### src/rtl/bus_master_port_pkg.sv
`default_nettype none
// ============================================================================
//  Module      : bus_master_port_pkg
//  Description : Shared encodings for the bus master port: FSM states,
//                active-low/active-high enable levels and rw direction.
//  Revision    : 1.0 - initial release
// ============================================================================
package bus_master_port_pkg;

    typedef enum logic [1:0] {
        IDLE = 2'd0,
        REQ  = 2'd1,
        XFER = 2'd2,
        REL  = 2'd3
    } state_t;

    // Levels for active-low (trailing underscore) and active-high strobes
    localparam logic Enable_  = 1'b0;
    localparam logic Disable_ = 1'b1;
    localparam logic Enable   = 1'b1;
    localparam logic Disable  = 1'b0;

    localparam logic READ  = 1'b0;
    localparam logic WRITE = 1'b1;

endpackage
`default_nettype wire

### src/rtl/bus_master_timer.sv
`default_nettype none
// ============================================================================
//  Module      : bus_master_timer
//  Description : Loadable up-counter that flags expiry after TIMEOUT counted
//                cycles; used to bound the wait for slave ready.
//  Revision    : 1.0 - initial release
// ============================================================================
module bus_master_timer #(
    parameter int TIMEOUT = 255
) (
    input  logic clk,
    input  logic reset_,
    input  logic i_load,
    input  logic i_en,
    output logic o_expire
);

    localparam int CW = $clog2(TIMEOUT + 1);
    // Count value seen during the TIMEOUT-th enabled cycle after a load
    localparam logic [CW-1:0] c_last = CW'(TIMEOUT - 1);

    logic [CW-1:0] r_count;

    always_ff @(posedge clk or negedge reset_) begin
        if (!reset_) begin
            r_count <= '0;
        end else if (i_load) begin
            r_count <= '0;
        end else if (i_en && !o_expire) begin
            r_count <= r_count + CW'(1);
        end
    end

    assign o_expire = (r_count == c_last);

endmodule
`default_nettype wire

### src/rtl/bus_master_port.sv
`default_nettype none
// ============================================================================
//  Module      : bus_master_port
//  Description : Requester endpoint of the two-master shared bus. Accepts one
//                core command, arbitrates via breq_/bgrt_, runs the bus cycle
//                and acknowledges. Optional XFER timeout: BUSMASTER_TIMEOUT_EN.
//  Revision    : 1.0 - initial release
// ============================================================================
module bus_master_port
    import bus_master_port_pkg::*;
#(
    parameter int ADDR_W  = 32,
    parameter int DATA_W  = 32,
    parameter int TIMEOUT = 255
) (
    input  logic              clk,
    input  logic              reset_,
    input  logic              req,
    input  logic              rw,
    input  logic [ADDR_W-1:0] addr,
    input  logic [DATA_W-1:0] wdata,
    output logic              busy,
    output logic              ack,
    output logic [DATA_W-1:0] rdata,
    output logic              err,
    output logic              breq_,
    input  logic              bgrt_,
    output logic              done,
    output logic              bus_as_,
    output logic              bus_rw,
    output logic [ADDR_W-1:0] bus_addr,
    output logic [DATA_W-1:0] bus_wdata,
    input  logic [DATA_W-1:0] bus_rdata,
    input  logic              bus_rdy_
);

    state_t              r_state;
    state_t              w_state_nxt;
    logic                r_rw;
    logic [ADDR_W-1:0]   r_addr;
    logic [DATA_W-1:0]   r_wdata;

    logic                w_rw_nxt;
    logic [ADDR_W-1:0]   w_addr_nxt;
    logic [DATA_W-1:0]   w_wdata_nxt;
    logic                w_busy_nxt;
    logic                w_ack_nxt;
    logic [DATA_W-1:0]   w_rdata_nxt;
    logic                w_err_nxt;
    logic                w_breq_nxt;
    logic                w_done_nxt;
    logic                w_as_nxt;
    logic                w_bus_rw_nxt;
    logic [ADDR_W-1:0]   w_bus_addr_nxt;
    logic [DATA_W-1:0]   w_bus_wdata_nxt;
    logic                w_expire;

`ifdef BUSMASTER_TIMEOUT_EN
    logic w_tmr_load;
    logic w_tmr_en;

    assign w_tmr_load = (r_state == REQ) && (bgrt_ == Enable_);
    assign w_tmr_en   = (r_state == XFER);

    bus_master_timer #(
        .TIMEOUT (TIMEOUT)
    ) u_timer (
        .clk      (clk),
        .reset_   (reset_),
        .i_load   (w_tmr_load),
        .i_en     (w_tmr_en),
        .o_expire (w_expire)
    );
`else
    logic [31:0] w_unused_timeout;

    assign w_unused_timeout = 32'(TIMEOUT);
    assign w_expire         = 1'b0;
`endif

    always_comb begin
        w_state_nxt     = r_state;
        w_rw_nxt        = r_rw;
        w_addr_nxt      = r_addr;
        w_wdata_nxt     = r_wdata;
        w_busy_nxt      = busy;
        w_ack_nxt       = Disable;
        w_rdata_nxt     = rdata;
        w_err_nxt       = 1'b0;
        w_breq_nxt      = breq_;
        w_done_nxt      = Disable;
        w_as_nxt        = bus_as_;
        w_bus_rw_nxt    = bus_rw;
        w_bus_addr_nxt  = bus_addr;
        w_bus_wdata_nxt = bus_wdata;

        case (r_state)
            IDLE: begin
                if (req) begin
                    w_rw_nxt    = rw;
                    w_addr_nxt  = addr;
                    w_wdata_nxt = wdata;
                    w_busy_nxt  = 1'b1;
                    w_breq_nxt  = Enable_;
                    w_state_nxt = REQ;
                end
            end
            REQ: begin
                if (bgrt_ == Enable_) begin
                    w_as_nxt        = Enable_;
                    w_bus_rw_nxt    = r_rw;
                    w_bus_addr_nxt  = r_addr;
                    w_bus_wdata_nxt = r_wdata;
                    w_state_nxt     = XFER;
                end
            end
            XFER: begin
                // A ready coinciding with expiry counts as a normal completion
                if ((bus_rdy_ == Enable_) || w_expire) begin
                    w_as_nxt        = Disable_;
                    w_breq_nxt      = Disable_;
                    w_done_nxt      = Enable;
                    w_ack_nxt       = Enable;
                    w_bus_rw_nxt    = 1'b0;
                    w_bus_addr_nxt  = '0;
                    w_bus_wdata_nxt = '0;
                    w_state_nxt     = REL;
                    if (bus_rdy_ == Enable_) begin
                        if (r_rw == READ) begin
                            w_rdata_nxt = bus_rdata;
                        end
                    end else begin
                        w_err_nxt = 1'b1;
                    end
                end
            end
            REL: begin
                w_busy_nxt      = 1'b0;
                w_bus_rw_nxt    = 1'b0;
                w_bus_addr_nxt  = '0;
                w_bus_wdata_nxt = '0;
                w_state_nxt     = IDLE;
            end
            default: begin
                w_state_nxt = IDLE;
            end
        endcase
    end

    always_ff @(posedge clk or negedge reset_) begin
        if (!reset_) begin
            r_state   <= IDLE;
            r_rw      <= 1'b0;
            r_addr    <= '0;
            r_wdata   <= '0;
            busy      <= 1'b0;
            ack       <= Disable;
            rdata     <= '0;
            err       <= 1'b0;
            breq_     <= Disable_;
            done      <= Disable;
            bus_as_   <= Disable_;
            bus_rw    <= 1'b0;
            bus_addr  <= '0;
            bus_wdata <= '0;
        end else begin
            r_state   <= w_state_nxt;
            r_rw      <= w_rw_nxt;
            r_addr    <= w_addr_nxt;
            r_wdata   <= w_wdata_nxt;
            busy      <= w_busy_nxt;
            ack       <= w_ack_nxt;
            rdata     <= w_rdata_nxt;
            err       <= w_err_nxt;
            breq_     <= w_breq_nxt;
            done      <= w_done_nxt;
            bus_as_   <= w_as_nxt;
            bus_rw    <= w_bus_rw_nxt;
            bus_addr  <= w_bus_addr_nxt;
            bus_wdata <= w_bus_wdata_nxt;
        end
    end

endmodule
`default_nettype wire

### config.mk
export PLATFORM = sky130hd
export DESIGN_NAME = bus_master_port
export DESIGN_NICKNAME = d
export VERILOG_FILES = /design/src/rtl/bus_master_port_pkg.sv /design/src/rtl/bus_master_timer.sv /design/src/rtl/bus_master_port.sv
export SDC_FILE = /design/constraint.sdc
export NUM_CORES = 1
export LEC_CHECK = 0
export CORE_ASPECT_RATIO = 0.8
export CORE_MARGIN = 1.5
export CORE_UTILIZATION = 28
export DETAILED_ROUTE_END_ITERATION = 7
export PLACE_DENSITY_LB_ADDON = 0.12
export SLEW_MARGIN = 20
export SYNTH_ARGS = -nofsm -noshare
export SYNTH_HDL_FRONTEND = slang
export SYNTH_SLANG_ARGS = --single-unit
export TNS_END_PERCENT = 100
### constraint.sdc
create_clock -name clk -period 2.1 [get_ports clk]
set_input_delay 0.315 -clock clk [delete_from_list [all_inputs] [get_ports clk]]
set_output_delay 0.315 -clock clk [all_outputs]
set_load 0.01 [all_outputs]
==> flow_metrics.py <==
metrics = {
    "run_status": {
        "status": "completed",
    },
    "placement": {
        "hpwl_mm": 10.6,
        "gp_congestion": 0.719,
        "placed_cells": 1007,
        "portBuffers": 203,
    },
    "global_route": {
        "grt_pass1_vias": 4751,
        "grt_first_pass_wirelength_mm": 25.7,
        "grt_max_degree": 79,
        "grt_overflow": 0,
        "grtUsageTotal_pct": 13.6,
        "antenna_found_initial": 0,
    },
    "power_and_ir_drop": {
        "p_leak_nw": 4.05,
        "internal_power_mw": 9.63,
        "p_switching_mw": 4.98,
        "ir_worst_vdd_mv": 0.666,
        "power_frac_clock_pct": 20.3,
        "p_seq_share_pct": 38.0,
        "combinationalPowerShare_pct": 41.7,
        "power_density_mw_per_mm2": 1530,
        "swShare_pct": 34.1,
    },
    "yosys": {
        "synthTopCellsByArea": "dfrtp_1 63%, mux2_2 17%, nand2_1 7.5%",
        "synth_cell_type_count": 21,
        "avgSynthCellArea_sq_um": 12.6,
        "syn_inst": 522,
        "syn_nets": 630,
        "syn-cell-area_sq_mm": 0.00657,
        "synth_fa_ha_area_share_pct": 1.14,
        "synth_compound_area_share_pct": 5.65,
        "synthMuxAreaShare_pct": 17.4,
        "synth_xor_area_share_pct": 0,
        "synth_edf_count": 0,
        "yosysTopAreaCell": "dfrtp_1",
        "async_reset_ff_share_pct": 100,
        "synthTopCellsByCount": "166 x dfrtp_1, 131 x nand2_1, 99 x mux2_2, 35 x o21ai_1, 32 x o21ai_0",
        "ys.flop_type": "dfrtp_1",
        "synth_top_family_by_area": "multiplexers",
        "yosysMostFrequentCell": "dfrtp_1",
        "synth_warnings": 0,
        "synth-seq-cells": 168,
        "synthSimpleGateAreaFrac_pct": 7.97,
        "synth_top_area_share_pct": 63.2,
        "synth.yosys.seq_area_share_pct": 64.0,
    },
    "setup_path": {
        "crit_chain": "clkdlybuf4s50_1",
        "startpoint_type": "flop",
        "crit_type": "flop to output pin",
        "critPathBufInv": 1,
        "cp_max_fo": 3,
        "cp-startpoint": "breq_",
        "required_ps": 1780,
        "slowest_delay_ps": 560,
        "critical-path-slowest-cell": "clkdlybuf4s50_1",
        "cpLargestDelayFamily": "buffers and inverters",
        "worstReg2RegStart": "r_state[1]",
        "cp-end-kind": "output pin",
        "critPathArrivalTime_ps": 1510,
    },
    "cts": {
        "insertion_delay_ps": 420,
        "clockBufferDepth": 2,
        "cts_buffers": 17,
        "post_cts_buffers": 0,
        "cts_resized": 0,
        "clock_sinks": 168,
        "htreeDepth": 4,
        "cts_root_buf": "clkbuf_16",
        "tritoncts": "built",
        "cts-hold-fix-buffers": 1,
        "path_clk_slew_ps": 70,
    },
    "sta": {
        "finalSetupViolCount": 0,
        "clock-skew-final_ps": 9.44,
        "max_freq_mhz": 546,
        "fin_crit_ps": 1830,
        "final_hold_viol_count": 0,
        "rsz0062_at_grt": "no",
        "fin_tns_setup_ps": 0,
        "slew_viol_final": 0,
        "finalCritPeriodShare_pct": 87.1,
    },
    "cells_and_area": {
        "nFillCells": 2132,
        "final_cells": 1040,
        "fin_nets": 829,
        "area_delta_synth_final_pct": 44.8,
        "multi_input_area_sq_mm": 0.00215,
        "register_area_sq_mm": 0.00421,
        "drive_above_1_share_pct": 19.9,
        "diodes": 0,
    },
    "die": {
        "fp.dieArea_sq_mm": 0.0244,
        "rows": 49,
        "die_height_microns": 140,
        "initial_core_util_pct": 28.9,
        "core_area_sq_mm": 0.0227,
        "dieWidth_microns": 174,
        "ios": 205,
    },
    "job": {
        "maxCapViolations": 0,
    },
    "hold_path": {
        "hold_path_class": "primary input to asynchronous set/reset pin",
    },
    "drt": {
        "dr.pass1.iters": 4,
        "post_drt_wl_per_cell_microns": 15.2,
        "vias_per_cell": 4.26,
        "ant_nets": 0,
        "drc": 0,
        "wirelength_mm": 15.8,
        "dr_total_vias": 4433,
        "drt_iter0_drc": 185,
    },
}
[cell families after synthesis]
group | count (synthesis)
AOI/OAI and AO/OA | 72
adders and majority gates | 6
buffers and inverters | 38
DFF | 168
muxes | 102
other | 1
and+or+nand+nor | 135
[per-layer routing]
metal  GRT usage [%]  share of wire [%]
met4            3.95               0.89
met2            22.2                 48
met1            17.4                 46
met5               0                  0
met3            3.99                5.3
[placed cells by master, fill, tap and decap left out, types with 5 or more instances in the layout]
cell	instances
o21ai_0	32
o21ai_1	35
ha_1	6
mux2_2	99
nand2_1	130
buf_12	8
dfrtp_1	166
inv_1	5
clkbuf_16	17
clkdlybuf4s50_1	202
[sequential cells by signal (all words and copies together), names as in the netlist]
register   cells
breq_          1
r_state        2
r_wdata       32
bus_addr      32
bus_wdata     32
r_addr        32
bus_as_        1
busy           1
r_rw           1
rdata         32
done           1
bus_rw         1
[per-stage QoR]
| step | setup WS [ps] | hold WS (ps) | util [%] | area (sq um) | power [mW] |
|---|---|---|---|---|---|
| after floorplan | 412 | 19.4 | - | 6570 | 9.07 |
| after global placement | 242 | 221 | 39.4 | 8950 | 11.7 |
| after detailed placement | 174 | 222 | 39.4 | 8950 | 11.9 |
| after CTS | 231 | 331 | 41.9 | 9520 | 14.9 |
| after global routing | 218 | 361 | 41.9 | 9520 | 15.7 |
| final | 270 | 336 | 41.9 | 9520 | 14.6 |
[power groups by stage]
stage / clock [mW] / combinational (mW) / sequential (mW)
finish: 2.96 / 6.09 / 5.56
global route: 3.22 / 6.72 / 5.76
CTS: 3.08 / 6.25 / 5.57
detailed placement: 0 / 6.26 / 5.62
global placement: 0 / 6.11 / 5.56
floorplan: 0 / 3.23 / 5.84
[final timing paths]
| kind | endpoint | slack (ps) | cells after the start |
|---|---|---|---|
| setup / recovery | breq_ | 270 | 1 |
| hold / removal | r_wdata[15] | 340 | 2 |
| setup reg to reg | bus_wdata[3] | 330 | 6 |
| hold reg to reg | bus_wdata[25] | 480 | 2 |
| max in group asynchronous | breq_ | 1040 | 3 |
| min in group clk | bus_wdata[25] | 480 | 2 |
[layout make-up]
| type | count | share of cell area, % |
|---|---|---|
| sequential | 168 | 44.2 |
| inverter | 5 | 0.197 |
| tap | 306 | 4.02 |
| clock inverter | 13 | 1.20 |
| clock buffer | 19 | 4.65 |
| multi-input combinational | 316 | 22.5 |
| timing repair buffer | 213 | 23.2 |
Note: power is estimated with default switching activity, not from simulation.
